$ cat config.mk
export PLATFORM = sky130hd
export DESIGN_NAME = output_router_flat
export DESIGN_NICKNAME = d
export VERILOG_FILES = /design/src/rtl/output_router_pkg.sv /design/src/rtl/output_router_if.sv /design/src/rtl/output_router_fifo.sv /design/src/rtl/output_router.sv /design/src/flat_wrapper.sv
export SDC_FILE = /design/constraint.sdc
export NUM_CORES = 1
export LEC_CHECK = 0
export ABC_AREA = 0
export BUFFER_PORTS_ARGS = -buffer_cell sky130_fd_sc_hd__buf_2
export CORE_MARGIN = 5
export CORE_UTILIZATION = 40
export CTS_CLUSTER_SIZE = 40
export DETAILED_ROUTE_END_ITERATION = 6
export GPL_ROUTABILITY_DRIVEN = 1
export SETUP_SLACK_MARGIN = 0.02
export SYNTH_ARGS = -nofsm -noshare
export SYNTH_HDL_FRONTEND = slang
export SYNTH_SLANG_ARGS = --single-unit
export TNS_END_PERCENT = 5
$ cat constraint.sdc
create_clock -name clk2 -period 2.64 [get_ports clk2]
set_input_delay 0.396 -clock clk2 [delete_from_list [all_inputs] [get_ports clk2]]
set_output_delay 0.396 -clock clk2 [all_outputs]
set_load 0.02 [all_outputs]
$ cat src/rtl/output_router_pkg.sv
// Shared types and constants for the flash output router.
//   state_t          : burst FSM states (IDLE, ROUTE, DRAIN, DONE)
//   DEST_SRAM/RXFIFO : fixed destination channel indices
//   dest_in_range()  : true when a requested channel index exists
package output_router_pkg;

  typedef enum logic [1:0] {
    IDLE  = 2'd0,
    ROUTE = 2'd1,
    DRAIN = 2'd2,
    DONE  = 2'd3
  } state_t;

  localparam int DEST_SRAM   = 0;
  localparam int DEST_RXFIFO = 1;

  // The SRAM and RX FIFO channels exist in every build (NUM_DEST >= 2);
  // spare slots exist only up to num_dest-1.
  function automatic logic dest_in_range(input int sel, input int num_dest);
    return (sel == DEST_SRAM) || (sel == DEST_RXFIFO) || (sel < num_dest);
  endfunction

endpackage

$ cat src/rtl/output_router_if.sv
// Beat transport bundle between the flash return path, the router and the
// destination channels.
//   in_data/in_valid/in_ready       : flash beat stream into the router
//   dest_data/dest_valid/dest_ready : per-destination streams, slice i = dest i
//   master modport : environment side (flash source and destination sinks)
//   slave modport  : router side
interface output_router_if #(
  parameter int DATA_W   = 8,
  parameter int NUM_DEST = 2
);
  logic [DATA_W-1:0]          in_data;
  logic                       in_valid;
  logic                       in_ready;
  logic [NUM_DEST*DATA_W-1:0] dest_data;
  logic [NUM_DEST-1:0]        dest_valid;
  logic [NUM_DEST-1:0]        dest_ready;

  modport master (
    output in_data, in_valid, dest_ready,
    input  in_ready, dest_data, dest_valid
  );

  modport slave (
    input  in_data, in_valid, dest_ready,
    output in_ready, dest_data, dest_valid
  );
endinterface

$ cat src/rtl/output_router_fifo.sv
// Shared registered FIFO for the output router.
//   clk2, NReset : clock, asynchronous active-low reset
//   push, wdata  : write side (ignored when full)
//   pop, rdata   : read side, rdata is the current head (ignored when empty)
//   full, empty  : occupancy flags
//   one_left     : exactly one entry stored, so a pop now empties the FIFO
module output_router_fifo #(
  parameter int DATA_W     = 8,
  parameter int FIFO_DEPTH = 4
) (
  input  logic              clk2,
  input  logic              NReset,
  input  logic              push,
  input  logic              pop,
  input  logic [DATA_W-1:0] wdata,
  output logic [DATA_W-1:0] rdata,
  output logic              full,
  output logic              empty,
  output logic              one_left
);
  localparam int PTR_W = $clog2(FIFO_DEPTH);
  localparam int CNT_W = $clog2(FIFO_DEPTH + 1);

  logic [DATA_W-1:0] mem [FIFO_DEPTH];
  logic [PTR_W-1:0]  wptr;
  logic [PTR_W-1:0]  rptr;
  logic [CNT_W-1:0]  count;
  logic              do_push;
  logic              do_pop;

  assign do_push  = push & ~full;
  assign do_pop   = pop & ~empty;
  assign full     = (count == CNT_W'(FIFO_DEPTH));
  assign empty    = (count == '0);
  assign one_left = (count == CNT_W'(1));
  assign rdata    = mem[rptr];

  // Depth is a power of two, so the pointers wrap by plain overflow; the
  // separate count tells full from empty when the pointers are equal.
  always_ff @(posedge clk2 or negedge NReset) begin
    if (!NReset) begin
      wptr  <= '0;
      rptr  <= '0;
      count <= '0;
    end else begin
      if (do_push) wptr <= wptr + PTR_W'(1);
      if (do_pop)  rptr <= rptr + PTR_W'(1);
      case ({do_push, do_pop})
        2'b10:   count <= count + CNT_W'(1);
        2'b01:   count <= count - CNT_W'(1);
        default: count <= count;
      endcase
    end
  end

  // Storage is never reset: stale entries are unreachable once count is zero.
  always_ff @(posedge clk2) begin
    if (do_push) mem[wptr] <= wdata;
  end

endmodule

$ cat src/rtl/output_router.sv
// Flash output router: accepts a burst of flash read beats, buffers them in
// a shared FIFO and presents them on one latched destination channel.
//   clk2, NReset          : clock, asynchronous active-low reset
//   start                 : burst request, honoured in IDLE only
//   dest_sel, burst_len   : destination and beat count, latched on start
//   bus (slave)           : flash beat stream in, per-destination streams out
//   busy                  : FSM not in IDLE
//   done                  : one-cycle pulse at burst end
//   beat_count            : beats accepted in the current/last burst
//   err_unexp             : sticky "beat offered outside ROUTE" flag, present
//                           only when OUTPUT_ROUTER_UNEXP_EN is defined
module output_router
  import output_router_pkg::*;
#(
  parameter int DATA_W     = 8,
  parameter int NUM_DEST   = 2,
  parameter int FIFO_DEPTH = 4,
  parameter int LEN_W      = 8
) (
  input  logic                        clk2,
  input  logic                        NReset,
  input  logic                        start,
  input  logic [$clog2(NUM_DEST)-1:0] dest_sel,
  input  logic [LEN_W-1:0]            burst_len,
  output_router_if.slave              bus,
  output logic                        busy,
  output logic                        done,
  output logic [LEN_W-1:0]            beat_count
`ifdef OUTPUT_ROUTER_UNEXP_EN
  ,
  output logic                        err_unexp
`endif
);
  localparam int SEL_W = $clog2(NUM_DEST);

  state_t            state;
  state_t            state_next;
  logic [SEL_W-1:0]  dest_q;
  logic [LEN_W-1:0]  len_q;
  logic              start_acc;
  logic              push;
  logic              pop;
  logic              fifo_full;
  logic              fifo_empty;
  logic              fifo_one_left;
  logic [DATA_W-1:0] head;

  assign start_acc    = (state == IDLE) & start;
  assign bus.in_ready = (state == ROUTE) & ~fifo_full;
  assign push         = bus.in_valid & bus.in_ready;
  assign pop          = ~fifo_empty & bus.dest_ready[dest_q];
  assign busy         = (state != IDLE);
  assign done         = (state == DONE);

  output_router_fifo #(
    .DATA_W     (DATA_W),
    .FIFO_DEPTH (FIFO_DEPTH)
  ) u_fifo (
    .clk2     (clk2),
    .NReset   (NReset),
    .push     (push),
    .pop      (pop),
    .wdata    (bus.in_data),
    .rdata    (head),
    .full     (fifo_full),
    .empty    (fifo_empty),
    .one_left (fifo_one_left)
  );

  always_ff @(posedge clk2 or negedge NReset) begin
    if (!NReset) state <= IDLE;
    else         state <= state_next;
  end

  always_comb begin
    state_next = state;
    case (state)
      IDLE:  if (start) state_next = (burst_len == '0) ? DONE : ROUTE;
      ROUTE: if (push && (beat_count + LEN_W'(1)) == len_q) state_next = DRAIN;
      // Leave on the pop of the last entry so DONE coincides with empty.
      DRAIN: if (pop && fifo_one_left) state_next = DONE;
      DONE:  state_next = IDLE;
      default: state_next = IDLE;
    endcase
  end

  always_ff @(posedge clk2 or negedge NReset) begin
    if (!NReset) begin
      dest_q     <= '0;
      len_q      <= '0;
      beat_count <= '0;
    end else if (start_acc) begin
      dest_q     <= dest_in_range(int'(dest_sel), NUM_DEST) ? dest_sel : SEL_W'(DEST_SRAM);
      len_q      <= burst_len;
      beat_count <= '0;
    end else if (push && beat_count != len_q) begin
      beat_count <= beat_count + LEN_W'(1);
    end
  end

  // Only the latched channel sees the head; every other slice stays zero.
  always_comb begin
    bus.dest_data  = '0;
    bus.dest_valid = '0;
    if (!fifo_empty) begin
      bus.dest_valid[dest_q]                 = 1'b1;
      bus.dest_data[dest_q*DATA_W +: DATA_W] = head;
    end
  end

`ifdef OUTPUT_ROUTER_UNEXP_EN
  // A beat offered in the same cycle as an accepted start still counts as
  // unexpected, so the set takes priority over the clear.
  always_ff @(posedge clk2 or negedge NReset) begin
    if (!NReset) begin
      err_unexp <= 1'b0;
    end else begin
      if (start_acc) err_unexp <= 1'b0;
      if (bus.in_valid && state != ROUTE) err_unexp <= 1'b1;
    end
  end
`endif

endmodule
$ cat src/flat_wrapper.sv
// flat-port wrapper written by rule: the top's interface ports become plain ports
module output_router_flat import output_router_pkg::*;
#(
  parameter int DATA_W     = 8,
  parameter int NUM_DEST   = 2,
  parameter int FIFO_DEPTH = 4,
  parameter int LEN_W      = 8
)
  (clk2, NReset, start, dest_sel, burst_len, busy, done, beat_count, bus_in_data, bus_in_valid, bus_dest_ready, bus_in_ready, bus_dest_data, bus_dest_valid);
  output_router_if #(.DATA_W(DATA_W), .NUM_DEST(NUM_DEST)) bus_i ();
  input  logic clk2;
  input  logic NReset;
  input  logic start;
  input  logic [$clog2(NUM_DEST)-1:0] dest_sel;
  input  logic [LEN_W-1:0] burst_len;
  output logic busy;
  output logic done;
  output logic [LEN_W-1:0] beat_count;
  input wire logic [$bits(bus_i.in_data)-1:0] bus_in_data;
  input wire logic [$bits(bus_i.in_valid)-1:0] bus_in_valid;
  input wire logic [$bits(bus_i.dest_ready)-1:0] bus_dest_ready;
  output wire logic [$bits(bus_i.in_ready)-1:0] bus_in_ready;
  output wire logic [$bits(bus_i.dest_data)-1:0] bus_dest_data;
  output wire logic [$bits(bus_i.dest_valid)-1:0] bus_dest_valid;
  assign bus_i.in_data = bus_in_data;
  assign bus_i.in_valid = bus_in_valid;
  assign bus_i.dest_ready = bus_dest_ready;
  assign bus_in_ready = bus_i.in_ready;
  assign bus_dest_data = bus_i.dest_data;
  assign bus_dest_valid = bus_i.dest_valid;
  output_router #(.DATA_W(DATA_W), .NUM_DEST(NUM_DEST), .FIFO_DEPTH(FIFO_DEPTH), .LEN_W(LEN_W)) u_core (.clk2(clk2), .NReset(NReset), .start(start), .dest_sel(dest_sel), .burst_len(burst_len), .bus(bus_i), .busy(busy), .done(done), .beat_count(beat_count));
endmodule
Yosys cells after proc, flatten, opt, wreduce, memory -nomap -nowiden
Memory sizes are Yosys's and may differ from the RTL's.
Index checks and enable logic that the tools add are counted.
{"block": "word_totals", "regBits": 26, "mem_bits_rw": 32, "input_bits": 23, "output_inout_bits": 29, "elab_cells": 66, "n_memories": 1}
{"memory": "u_core.u_fifo.mem", "words": 4, "width": 8, "rd": 1, "rd_ports_with_merged_regs": 0, "wr": 1, "line_no": "output_router_fifo.sv:24", "rtl": "logic [DATA_W-1:0] mem [FIFO_DEPTH];"}
{"block": "op_classes", "addsub": 6, "n_lt_le_gt_ge": 2, "eq_ne": 12, "shifts": 2, "muxes": 16, "bitwise": 9, "n_reduce_logical": 11}
{"op": "4-bit negator with 34-bit output", "n": 1}
{"op": "8-bit by 34-bit variable shift with 16-bit output (first input constant)", "n": 1}
{"op": "8-bit by 34-bit variable part select with 16-bit output", "n": 1}
{"op": "16-bit bitwise AND", "n": 1}
{"op": "16-bit 2-to-1 mux", "n": 1}
{"op": "8-bit 2-to-1 mux", "n": 2}
{"op": "2-bit 2-to-1 mux", "n": 5}
{"op": "8-bit by 1-bit adder with 8-bit output (second input constant)", "n": 1}
{"op": "8-bit == test", "n": 1}
{"op": "8-bit zero test", "n": 1}
{"op": "8-bit inequality test", "n": 1}
{"op": "2-bit one-hot mux with 4 select lines", "n": 1}
{"op": "1-bit bitwise AND", "n": 6}
{"op": "2-bit == test (second input constant)", "n": 3}
{"op": "3-bit one-hot mux with 2 select lines", "n": 1}
{"op": "2-bit nonzero test", "n": 3}
{"op": "1-bit 2-to-1 mux", "n": 5}
{"op": "2-bit by 1-bit adder with 2-bit output (second input constant)", "n": 2}
{"op": "2-bit by 1-bit == test with 1-bit output (second input constant)", "n": 2}
{"op": "1-bit logical AND", "n": 4}
{"op": "2-bit inequality test (second input constant)", "n": 2}
{"op": "3-bit by 1-bit adder with 3-bit output (second input constant)", "n": 1}
{"op": "3-bit by 1-bit == test with 1-bit output (second input constant)", "n": 1}
{"op": "3-bit == test (second input constant)", "n": 1}
{"op": "other kinds (9)", "n": 10}

Depth between registers and ports, before layout
Gate-level depths: netlist of the first run.
{"block": "logic_depth", "word_depth": 7, "mapped_depth": 10, "depth_no_buf": 9}

By module
A second synthesis of the first run with hierarchy kept.
{"block": "hier_totals", "cells_unflattened": 242, "hier_area_um2": 2930.3}
{"mod": "output_router_fifo", "instances": 1, "cells_each": 86, "area_per_inst_um2": 1617.8, "seq_area_each_um2": 1136.1}
{"mod": "output_router", "instances": 1, "cells_each": 156, "area_per_inst_um2": 1312.5, "seq_area_each_um2": 475.5}

Worst setup path before layout of the first run
No wires, ideal clock.
{"block": "synth_path", "path_kind": "reg2reg", "from": "register u_core.state[1]", "to": "register u_core.state[1]", "setup_time_ns": 0.079, "arrival_time_ns": 2.193, "t_required_ns": 2.561, "setup_slack_ns": 0.368, "stages_incl_launch_ff": 11, "path_buffers": 1, "synth_period_minus_slack_ns": 2.272, "path_cell_list": "dfrtp_1 > inv_1 > ha_1 > a21boi_2 > and2_1 > buf_6 > inv_2 > nor3_2 > o2111ai_1 > a221oi_2 > mux2i_1"}
{"block": "synth_via", "elab_chain_cells": 6, "elab_cells_between_ends": 12, "cone_classes": "6 x eq/ne; 1 x mux; 2 x bitwise; 3 x reduce/logical"}
{"item": "from (decl)", "line_no": "output_router.sv:36", "rtl": "state_t state;"}
{"item": "from (signal assigned)", "line_no": "output_router.sv:72", "rtl": "else state <= state_next;"}
{"item": "2-bit by 1-bit == test with 1-bit output", "line_no": "output_router.sv:49", "rtl": "assign bus.in_ready = (state == ROUTE) & ~fifo_full;"}
{"item": "1-bit bitwise AND", "line_no": "output_router.sv:49"}
{"item": "net bus_in_ready", "line_no": "flat_wrapper.sv:22", "rtl": "output wire logic [$bits(bus_i.in_ready)-1:0] bus_in_ready;"}
{"item": "1-bit bitwise AND", "line_no": "output_router.sv:50", "rtl": "assign push = bus.in_valid & bus.in_ready;"}
{"item": "1-bit logical AND", "line_no": "output_router.sv:79", "rtl": "ROUTE: if (push && (beat_count + LEN_W'(1)) == len_q) state_next = DRAIN;"}
{"item": "2-bit inequality test (no line)"}
{"item": "3-bit AND reduction (no line)"}
The timed path passes the listed nets, and every way through them passes these cells.
A chain may end at the register's enable or synchronous reset.

Final worst setup path of the first run
{"block": "layout_path", "from": "register u_core.u_fifo.rptr[0]", "to": "output port bus_dest_data[13]"}
{"block": "layout_via", "elab_chain_cells": 4}
{"item": "from (decl)", "line_no": "output_router_fifo.sv:26", "rtl": "logic [PTR_W-1:0] rptr;"}
{"item": "from (signal assigned)", "line_no": "output_router_fifo.sv:47", "rtl": "if (do_pop) rptr <= rptr + PTR_W'(1);"}
{"item": "memory 4 x 8 bit"}
{"item": "8-bit by 34-bit variable part select with 16-bit output", "line_no": "output_router.sv:107", "rtl": "bus.dest_data[dest_q*DATA_W +: DATA_W] = head;"}
{"item": "16-bit bitwise AND (no line)"}
{"item": "16-bit 2-to-1 mux", "line_no": "output_router.sv:105", "rtl": "if (!fifo_empty) begin"}
{"item": "to (decl)", "line_no": "flat_wrapper.sv:23", "rtl": "output wire logic [$bits(bus_i.dest_data)-1:0] bus_dest_data;"}
Every way passes these cells.

==> results_dict.tcl, run 1 <==
set metrics [dict create \
    clk_pin_slew_worst_paths_ns 0.07 \
    synth_edf_count 32 \
    syn_area_um2 2940 \
    stdcell_count 386 \
    dr.max_layer_used "met4" \
    clock_sinks 58 \
    p_seq_share_pct 35.9 \
    die_area_um2 9160 \
    syn_area_per_cell_um2 13.0 \
    syn-num-nets 264 \
    drv_cap 0 \
    irDropWorstVdd_mv 0.554 \
    worstSetupEndpointType "primary output" \
    nets 320 \
    start_util_pct 40.7 \
    cp-startpoint "u_core.u_fifo.rptr[0]" \
    cts_setup_buffers 0 \
    status "finished, final reports clean" \
    drc 0 \
    hpwl_mm 4.45 \
    synth_top_family_by_area "simple AND/OR/NAND/NOR gates" \
    syn_inst 226 \
    port_buffers 51 \
    htree_levels 3 \
    setup_viol 0 \
    r2r-start "u_core.state[1]" \
    wl_mm 6.04 \
    rows 31 \
    drt-pass1-iter-count 4 \
    crit_path_cell_trace "mux4_2 > and3_1 > buf_2" \
    via_count 1889 \
    p_comb_share_pct 43.5 \
    antenna_found_initial 0 \
    cts_root_buf "clkbuf_8" \
    synth-compound-area-share_pct 4.51 \
    finalHoldViolCount 0 \
    clockPowerShare_pct 20.7 \
    dp.cells 370 \
    ys.flop_type "edfxtp_1" \
    clk_latency_ns 0.34 \
    cts_buffers 9 \
    leakagePower_nw 1.50 \
    post-place-ws_ns 0.360 \
    layout-drive-gt1-share_pct 33.4 \
    wl_met3_um 306 \
    yosysWarnings 0 \
    synth_cell_type_count 41 \
    min_path_type "input port to async pin" \
    worstPathRequired_ns 2.24 \
    power_density_nw_per_um2 1140 \
    met2_length_mm 2.71 \
    worstSetupPathType "flip-flop to primary output" \
    rsz0062_at_grt "no" \
    core_um2 7210 \
    fin_crit_sh_pct 90.0 \
    place.gp.congestion 0.758 \
    synthSimpleGateAreaFrac_pct 11.8 \
    grt-ovfl-total 0 \
    synth_adder_area_share_pct 6.39 \
    critical_path_arrival_ns 1.98 \
    fp.dieW_um 95.7 \
    postRouteAntennaNets 0 \
    critPathLaunchType "flip-flop" \
    fmax_ghz 0.421 \
    critical_path_buf_inv_count 1 \
    holdBufCountCts 0 \
    ys_seq_area_share_pct 54.8 \
    tightest_slew_ns 0.604 \
    die_height_um 95.7 \
    nFillCells 672 \
    drtIter0Drc 70 \
    cts_tree "built" \
    slew_viol_final 0 \
    internal_power_mw 2.42 \
    r2r_setup_slack_ns 0.35 \
    grt_pass1_wl_mm 9.66 \
    crit_fanout 9 \
    synth_mux_area_share_pct 11.3 \
    avgRoutedWirePerCell_um 15.6 \
    grt_max_degree 27 \
    viasPerCell 4.89 \
    slew_headroom_pct 59.7 \
    synth_xor_area_share_pct 7.75 \
    grt_use_total_pct 14.3 \
    switching_share_pct 39.5 \
    power_mw 4.00 \
    fin_skew_ns 0.00807 \
    tns_ns 0 \
    power.net_switching_mw 1.58 \
    ys_ff_latch 58 \
    cp_slowest_stage_delay_ns 0.69 \
    timing.final.ws_setup_ns 0.265 \
    async_reset_ff_share_pct 44.8 \
    ios 52 \
    insertedDiodeCount 0 \
    cts.path.max_buffers 2 \
    drt-met1-wl_mm 2.94 \
    fin_util_pct 48.5 \
    grt_pass1_vias 1889 \
    crit_family "flip-flops" \
    slowest_stage "dfrtp_1" \
    syn2layout_area_growth_pct 19.2 \
    fin_crit_ns 2.38 \
    cts.repair.resized 0 \
]
-- Yosys cell counts (2+ instances only) --
cell      instances  area, um2
edfxtp_1         32        961
dfrtp_1          26        651
nor2_1           17       63.8
xnor2_1          16        140
ha_1             15        188
and3_1           12       75.1
and2_1           11       68.8
inv_1            11       41.3
mux2_2           10        113
xor2_1           10       87.6
nand2_1           9       33.8
mux4_2            8        180
clkbuf_1          4       15.0
mux2i_1           4       40.0
nand3_1           4       20.0
buf_2             3       15.0
nor3_1            3       15.0
o21ai_0           3       15.0
a21oi_1           2       10.0
clkbuf_2          2       10.0
nand4_1           2       12.5
nor4_1            2       12.5
or4_1             2       15.0
-- layout make-up --
cell class              count  area, um2  area share (%)
clock inverters             7       77.6            2.22
clock buffers               9        124            3.54
flip-flops and latches     58       1610            46.0
well taps                  99        124            3.54
inverters                  12       45.0            1.29
multi-input cells         145       1230            35.0
repair buffers             56        293            8.36
-- metal layers --
metal	global-route usage, %	vias up
met3	4.14	7
li1	-	917
met2	21.0	43
met5	0	-
met1	19.8	922
met4	6.04	0
-- path summary, 6_finish.rpt --
kind / endpoint / cells past startpoint
max in group asynchronous: u_core.u_fifo.wptr[0] / 1
worst min register to register: u_core.u_fifo.count[1] / 2
worst min-delay path: u_core.beat_count[2] / 1
min in group clk2: u_core.u_fifo.mem[0][1] / 1
worst max-delay path: bus_dest_data[13] / 3
worst max register to register: u_core.state[1] / 9
-- worst register-to-register path, cell delays in order, from the launching register on --
cell       delay [ns]
dfrtp_1          0.40
inv_1            0.12
ha_1             0.22
a21boi_2         0.27
and2_1           0.19
inv_2            0.05
nor3_2           0.16
o2111ai_1        0.19
a221oi_2         0.39
mux2i_1          0.22
-- kinds of logic after synthesis --
group           Yosys count
buf+inv                  23
simple gates             66
flops                    58
mux                      22
xor+xnor                 26
fa+ha+maj                15
compound gates           16
-- registers in the layout, indices dropped and copies added (netlist names) --
signal,flops
u_core.u_fifo.wptr,2
u_core.u_fifo.rptr,2
u_core.u_fifo.count,3
u_core.u_fifo.mem,32
u_core.dest_q,1
u_core.state,2
u_core.len_q,8
u_core.beat_count,8
-- placed cells by master, fill, tap and decap left out, types with 3 or more instances in the layout --
cell      Yosys  routed
buf_2         3      51
edfxtp_1     32      32
dfrtp_1      26      26
nor2_1       17      17
xnor2_1      16      16
ha_1         15      15
and3_1       12      12
inv_1        11      11
and2_1       11      11
xor2_1       10      10
mux2_2       10      10
nand2_1       9       9
clkbuf_8      0       9
mux4_2        8       8
buf_4         0       5
nand3_1       4       4
mux2i_1       4       4
nor3_1        3       3
o21ai_0       3       3
-- metrics by stage --
step / instance area, um2 / hold slack (ns)
after CTS: 3500 / 0.0725
after global placement: 3300 / 0.443
after detailed placement: 3300 / 0.444
after global routing: 3500 / 0.105
final: 3500 / 0.0640
after floorplan: 2940 / 0.100
-- power by group through the flow --
stage	sequential, mW	clock, mW	combinational [mW]
3_3_place_gp	1.45	0	1.73
6_report	1.43	0.826	1.74
3_5_place_dp	1.46	0	1.76
2_1_floorplan	1.33	0	1.37
4_1_cts	1.44	0.845	1.76
5_1_grt	1.48	0.887	1.92
Power figures use the tool's default switching activity.
==> run 2: changes to the inputs <==
--- a/config.mk
+++ b/config.mk
@@ -8,10 +8,11 @@
 export ABC_AREA = 0
 export BUFFER_PORTS_ARGS = -buffer_cell sky130_fd_sc_hd__buf_2
 export CORE_MARGIN = 5
-export CORE_UTILIZATION = 40
+export CORE_UTILIZATION = 50
 export CTS_CLUSTER_SIZE = 40
 export DETAILED_ROUTE_END_ITERATION = 6
 export GPL_ROUTABILITY_DRIVEN = 1
+export PLACE_DENSITY = 0.73
 export SETUP_SLACK_MARGIN = 0.02
 export SYNTH_ARGS = -nofsm -noshare
 export SYNTH_HDL_FRONTEND = slang
==> run 2 against run 1 <==
  * Core utilization up 10 points
  * Non-clock buffer count fell by 2
  * Cell area shrank 2.1%
  * Largest cell class unchanged
==> results_dict.tcl, run 2 (synthesized netlist as in run 1, its figures left out) <==
set metrics [dict create \
    crit_fanout 6 \
    htree_levels 3 \
    core_um2 5820 \
    wl_mm 5.69 \
    rows 28 \
    worstSetupEndpoint "u_core.state[1]" \
    fmax_ghz 0.420 \
    cts.repair.resized 0 \
    grt_max_degree 27 \
    avgRoutedWirePerCell_um 15.9 \
    holdBufCountCts 0 \
    grt-ovfl-total 0 \
    setup_viol 0 \
    regMostFlops "u_core.u_fifo.mem" \
    place.gp.congestion 0.805 \
    clk_pin_slew_worst_paths_ns 0.06 \
    hpwl_mm 4.16 \
    final_cell_mix "buf_2, edfxtp_1, dfrtp_1" \
    stdcell_area_um2 3430 \
    worstPathRequired_ns 2.89 \
    fin_skew_ns 0.00556 \
    drtIter0Drc 72 \
    finalHoldViolCount 0 \
    r2r_setup_slack_ns 0.26 \
    min_path_type "input port to async pin" \
    stdcell_count 358 \
    antenna_found_initial 0 \
    final_common_cell "buf_2" \
    syn2layout_area_growth_pct 16.6 \
    clk_latency_ns 0.33 \
    nFillCells 501 \
    status "finished, final reports clean" \
    whs_ns 0.0715 \
    multi_input_area_um2 1230 \
    register_area_um2 1610 \
    clock_sinks 58 \
    fin_crit_ns 2.38 \
    irDropWorstVdd_mv 0.678 \
    start_util_pct 50.5 \
    worstSetupEndpointType "flip-flop" \
    nets 318 \
    slew_headroom_pct 60.2 \
    ios 52 \
    postRouteAntennaNets 0 \
    insertedDiodeCount 0 \
    placed_cell_area_um2 3260 \
    largest_register_ffs 32 \
    critPathLaunchType "flip-flop" \
    die_area_um2 7510 \
    dp.cells 344 \
    drt-pass1-iter-count 4 \
    slew_viol_final 0 \
    cts_setup_buffers 0 \
    reg_top3 "u_core.u_fifo.mem (32), u_core.beat_count (8), u_core.len_q (8)" \
    tns_ns 0 \
    cts_root_buf "clkbuf_8" \
    critical_path_arrival_ns 2.63 \
    via_count 1868 \
    r2r_end "u_core.state[1]" \
    grt_pass1_wl_mm 9.13 \
    port_buffers 51 \
    rsz0062_at_grt "no" \
    drv_cap 0 \
    grt_pass1_vias 1851 \
    fin_crit_sh_pct 90.1 \
    cts.path.max_buffers 2 \
    drc 0 \
    die_height_um 86.7 \
    tightest_slew_ns 0.597 \
    leakagePower_nw 1.48 \
    r2r-start "u_core.state[1]" \
    viasPerCell 5.22 \
    fin_util_pct 58.9 \
    grt_use_total_pct 16.4 \
    rr_worst_depth 9 \
    power_density_nw_per_um2 1140 \
    fp.dieW_um 86.7 \
    cp-startpoint "u_core.state[1]" \
    cts_buffers 9 \
    cts_tree "built" \
    worstSetupPathType "flip-flop to flip-flop" \
    layout-drive-gt1-share_pct 31.8 \
]
-- run 2: worst max-delay path: stages, from the launching register on --
cell and delay, ns:
dfrtp_1 0.40, inv_1 0.12, ha_1 0.22, a21boi_2 0.25, and2_1 0.29, inv_2 0.07
nor3_2 0.17, o2111ai_1 0.18, a221oi_2 0.39, mux2i_1 0.21
-- run 2: per-stage QoR --
| stage | setup WS [ns] | total power [mW] |
|---|---|---|
| after global placement | 0.394 | 3.15 |
| after detailed placement | 0.259 | 3.19 |
| after global routing | 0.0238 | 4.16 |
| after floorplan | 0.368 | 2.69 |
| final | 0.260 | 3.89 |
| after CTS | 0.239 | 3.93 |
-- run 2: layout make-up --
| type | instances | area share, % |
|---|---|---|
| tap | 75 | 2.74 |
| clock buffer | 9 | 3.61 |
| clock inverter | 5 | 1.39 |
| sequential | 58 | 47.0 |
| inverter | 12 | 1.31 |
| multi-input combinational | 145 | 35.8 |
| timing repair buffer | 54 | 8.11 |
-- run 2: layer usage --
metal / GRT usage (%) / vias to the layer above / wire [um]
li1: - / 916 / -
met1: 22.6 / 888 / 2630
met2: 23.9 / 59 / 2550
met3: 4.47 / 5 / 451
met4: 8.07 / 0 / 61
met5: 0 / - / 0
-- run 2: worst min path at each step --
stage,startpoint,end,slack (ns),cells after the start
final,NReset,u_core.beat_count[2],0.07,1
after global routing,NReset,u_core.beat_count[2],0.12,1
after CTS,NReset,u_core.u_fifo.rptr[1],0.09,1
after detailed placement,NReset,u_core.u_fifo.rptr[1],0.44,1
after global placement,NReset,u_core.beat_count[7],0.43,1
after floorplan,NReset,u_core.beat_count[0],0.10,0
-- run 2: where the power goes --
part           leakage [nW]  switching, mW  internal, mW
Sequential            0.612          0.253          1.18
Clock                0.0898          0.325         0.415
Combinational         0.775          0.932         0.792
==> run 3: changes to the inputs <==
--- a/config.mk
+++ b/config.mk
@@ -6,13 +6,14 @@
 export NUM_CORES = 1
 export LEC_CHECK = 0
 export ABC_AREA = 0
-export BUFFER_PORTS_ARGS = -buffer_cell sky130_fd_sc_hd__buf_2
+export BUFFER_PORTS_ARGS = -buffer_cell sky130_fd_sc_hd__clkbuf_2
 export CORE_MARGIN = 5
 export CORE_UTILIZATION = 50
 export CTS_CLUSTER_SIZE = 40
 export DETAILED_ROUTE_END_ITERATION = 6
 export GPL_ROUTABILITY_DRIVEN = 1
 export PLACE_DENSITY = 0.73
+export RECOVER_POWER = 25
 export SETUP_SLACK_MARGIN = 0.02
 export SYNTH_ARGS = -nofsm -noshare
 export SYNTH_HDL_FRONTEND = slang
==> run 3 against run 2 <==
  * Flip-flop and latch count stayed put
  * Critical endpoint unchanged
  * Register-to-register slack barely moved
  * Maximum frequency shrank 0.25%
  * Global-route usage grew 0.23 points
  * Sequential share of layout area decreased by 0.17 points
  * Largest power group unchanged
  * Combinational power about the same
  * Core utilization grew 0.22 points
  * Critical path depth unchanged
  * Total power increased by 1.7%
  * Critical path type unchanged
==> results_dict.tcl, run 3 (synthesized netlist as in run 1, its figures left out) <==
set metrics [dict create \
    cts.path.max_buffers 2 \
    crit_family "compound AO/OA/AOI/OAI gates" \
    worstSetupPathType "flip-flop to flip-flop" \
    place.gp.congestion 0.819 \
    clk_pin_slew_worst_paths_ns 0.07 \
    fmax_ghz 0.419 \
    ios 52 \
    grt_pass1_wl_mm 9.35 \
    avgRoutedWirePerCell_um 15.8 \
    drv_cap 0 \
    grt_max_degree 27 \
    port_buffers 51 \
    hpwl_mm 4.19 \
    power_density_nw_per_um2 1150 \
    final_common_cell "clkbuf_2" \
    drt-pass1-iter-count 4 \
    leakagePower_nw 1.44 \
    fin_skew_ns 0.00620 \
    worstSetupEndpointType "flip-flop" \
    syn2layout_area_growth_pct 17.0 \
    slew_viol_final 0 \
    start_util_pct 50.5 \
    setup_viol 0 \
    die_area_um2 7510 \
    min_path_type "input port to flip-flop" \
    critical_path_buf_inv_count 2 \
    tightest_slew_ns 1.42 \
    fp.dieW_um 86.7 \
    cp_slowest_stage_delay_ns 0.40 \
    viasPerCell 5.26 \
    reg_top3 "u_core.u_fifo.mem (32), u_core.beat_count (8), u_core.len_q (8)" \
    core_um2 5820 \
    irDropWorstVdd_mv 0.608 \
    crit_path_cell_trace "inv_1 > ha_1 > a21boi_2 > and2_2 > inv_2 > nor3_2 > o2111ai_1 > a221oi_2 > mux2i_1" \
    critical_path_arrival_ns 2.64 \
    whs_ns 0.295 \
    htree_levels 3 \
    critPathLaunchType "flip-flop" \
    rsz0062_at_grt "no" \
    grt-ovfl-total 0 \
    rows 28 \
    fin_crit_sh_pct 90.4 \
    regMostFlops "u_core.u_fifo.mem" \
    slew_headroom_pct 5.15 \
    slowest_stage "dfrtp_1" \
    wl_mm 5.70 \
    crit_fanout 6 \
    clock_sinks 58 \
    holdBufCountCts 0 \
    drtIter0Drc 105 \
    clk_latency_ns 0.34 \
    largest_register_ffs 32 \
    final_cell_mix "clkbuf_2, edfxtp_1, dfrtp_1" \
    antenna_found_initial 0 \
    drc 0 \
    finalHoldViolCount 0 \
    nets 318 \
    insertedDiodeCount 0 \
    fin_crit_ns 2.39 \
    status "finished, final reports clean" \
    cts_buffers 9 \
    grt_pass1_vias 1905 \
    cts_tree "built" \
    cts_root_buf "clkbuf_8" \
    grt_use_total_pct 16.6 \
    layout-drive-gt1-share_pct 29.8 \
    tns_ns 0 \
    worstPathRequired_ns 2.90 \
    postRouteAntennaNets 0 \
    via_count 1895 \
    die_height_um 86.7 \
]
run 3: cell types whose count changed in the layout (fill, tap and decap cells not counted), sizes merged:
cell      before  now
clkbuf         9   60
buf           54    3
clkinvlp       0    3
clkinv         4    3
run 3: path summary, 6_finish.rpt:
kind	startpoint	to	slack (ns)	depth (start not counted)
setup / recovery	u_core.state[1]	u_core.state[1]	0.25	9
setup reg to reg	u_core.state[1]	u_core.state[1]	0.25	9
min in group asynchronous	NReset	u_core.beat_count[2]	0.38	1
hold / removal	dest_sel	u_core.dest_q	0.30	2
hold reg to reg	u_core.u_fifo.count[1]	u_core.u_fifo.count[1]	0.52	2
max in group asynchronous	NReset	u_core.u_fifo.wptr[1]	1.42	1
run 3: stage by stage:
stage,area (um2),util [%],cells,setup WS [ns],power (mW)
after floorplan,2940,-,226,0.368,2.69
after global placement,3260,56.0,344,0.387,3.15
after detailed placement,3260,56.0,344,0.186,3.19
after CTS,3450,59.3,360,0.176,3.99
after global routing,3440,59.1,360,0.0374,4.22
final,3440,59.1,360,0.254,3.96
run 3: final cells by class:
| type | count | area [um2] |
|---|---|---|
| fill | 498 | 2380 |
| sequential | 58 | 1610 |
| multi-input combinational | 145 | 1230 |
| timing repair buffer | 54 | 267 |
| clock buffer | 9 | 124 |
| tap | 75 | 93.8 |
| clock inverter | 7 | 70.1 |
| inverter | 12 | 45.0 |
run 3: what timing repair did:
item                                    4_1_cts  5_1_grt
hold endpoints to repair                      0        0
buffers inserted                              0        0
endpoints found under the setup margin        0        2
gates resized for setup                       0        1
run 3: power by group:
| group | switching, mW | internal (mW) | total [mW] |
|---|---|---|---|
| Combinational | 0.940 | 0.789 | 1.73 |
| Sequential | 0.258 | 1.18 | 1.44 |
| Clock | 0.364 | 0.431 | 0.795 |
| Total | 1.56 | 2.40 | 3.96 |
run 3: per-layer routing:
layer	up-vias	share of wire [%]	global-route usage (%)
met5	-	0	0
li1	914	-	-
met4	0	1.4	6.80
met1	925	47	22.2
met3	8	5.7	4.66
met2	48	46	25.5
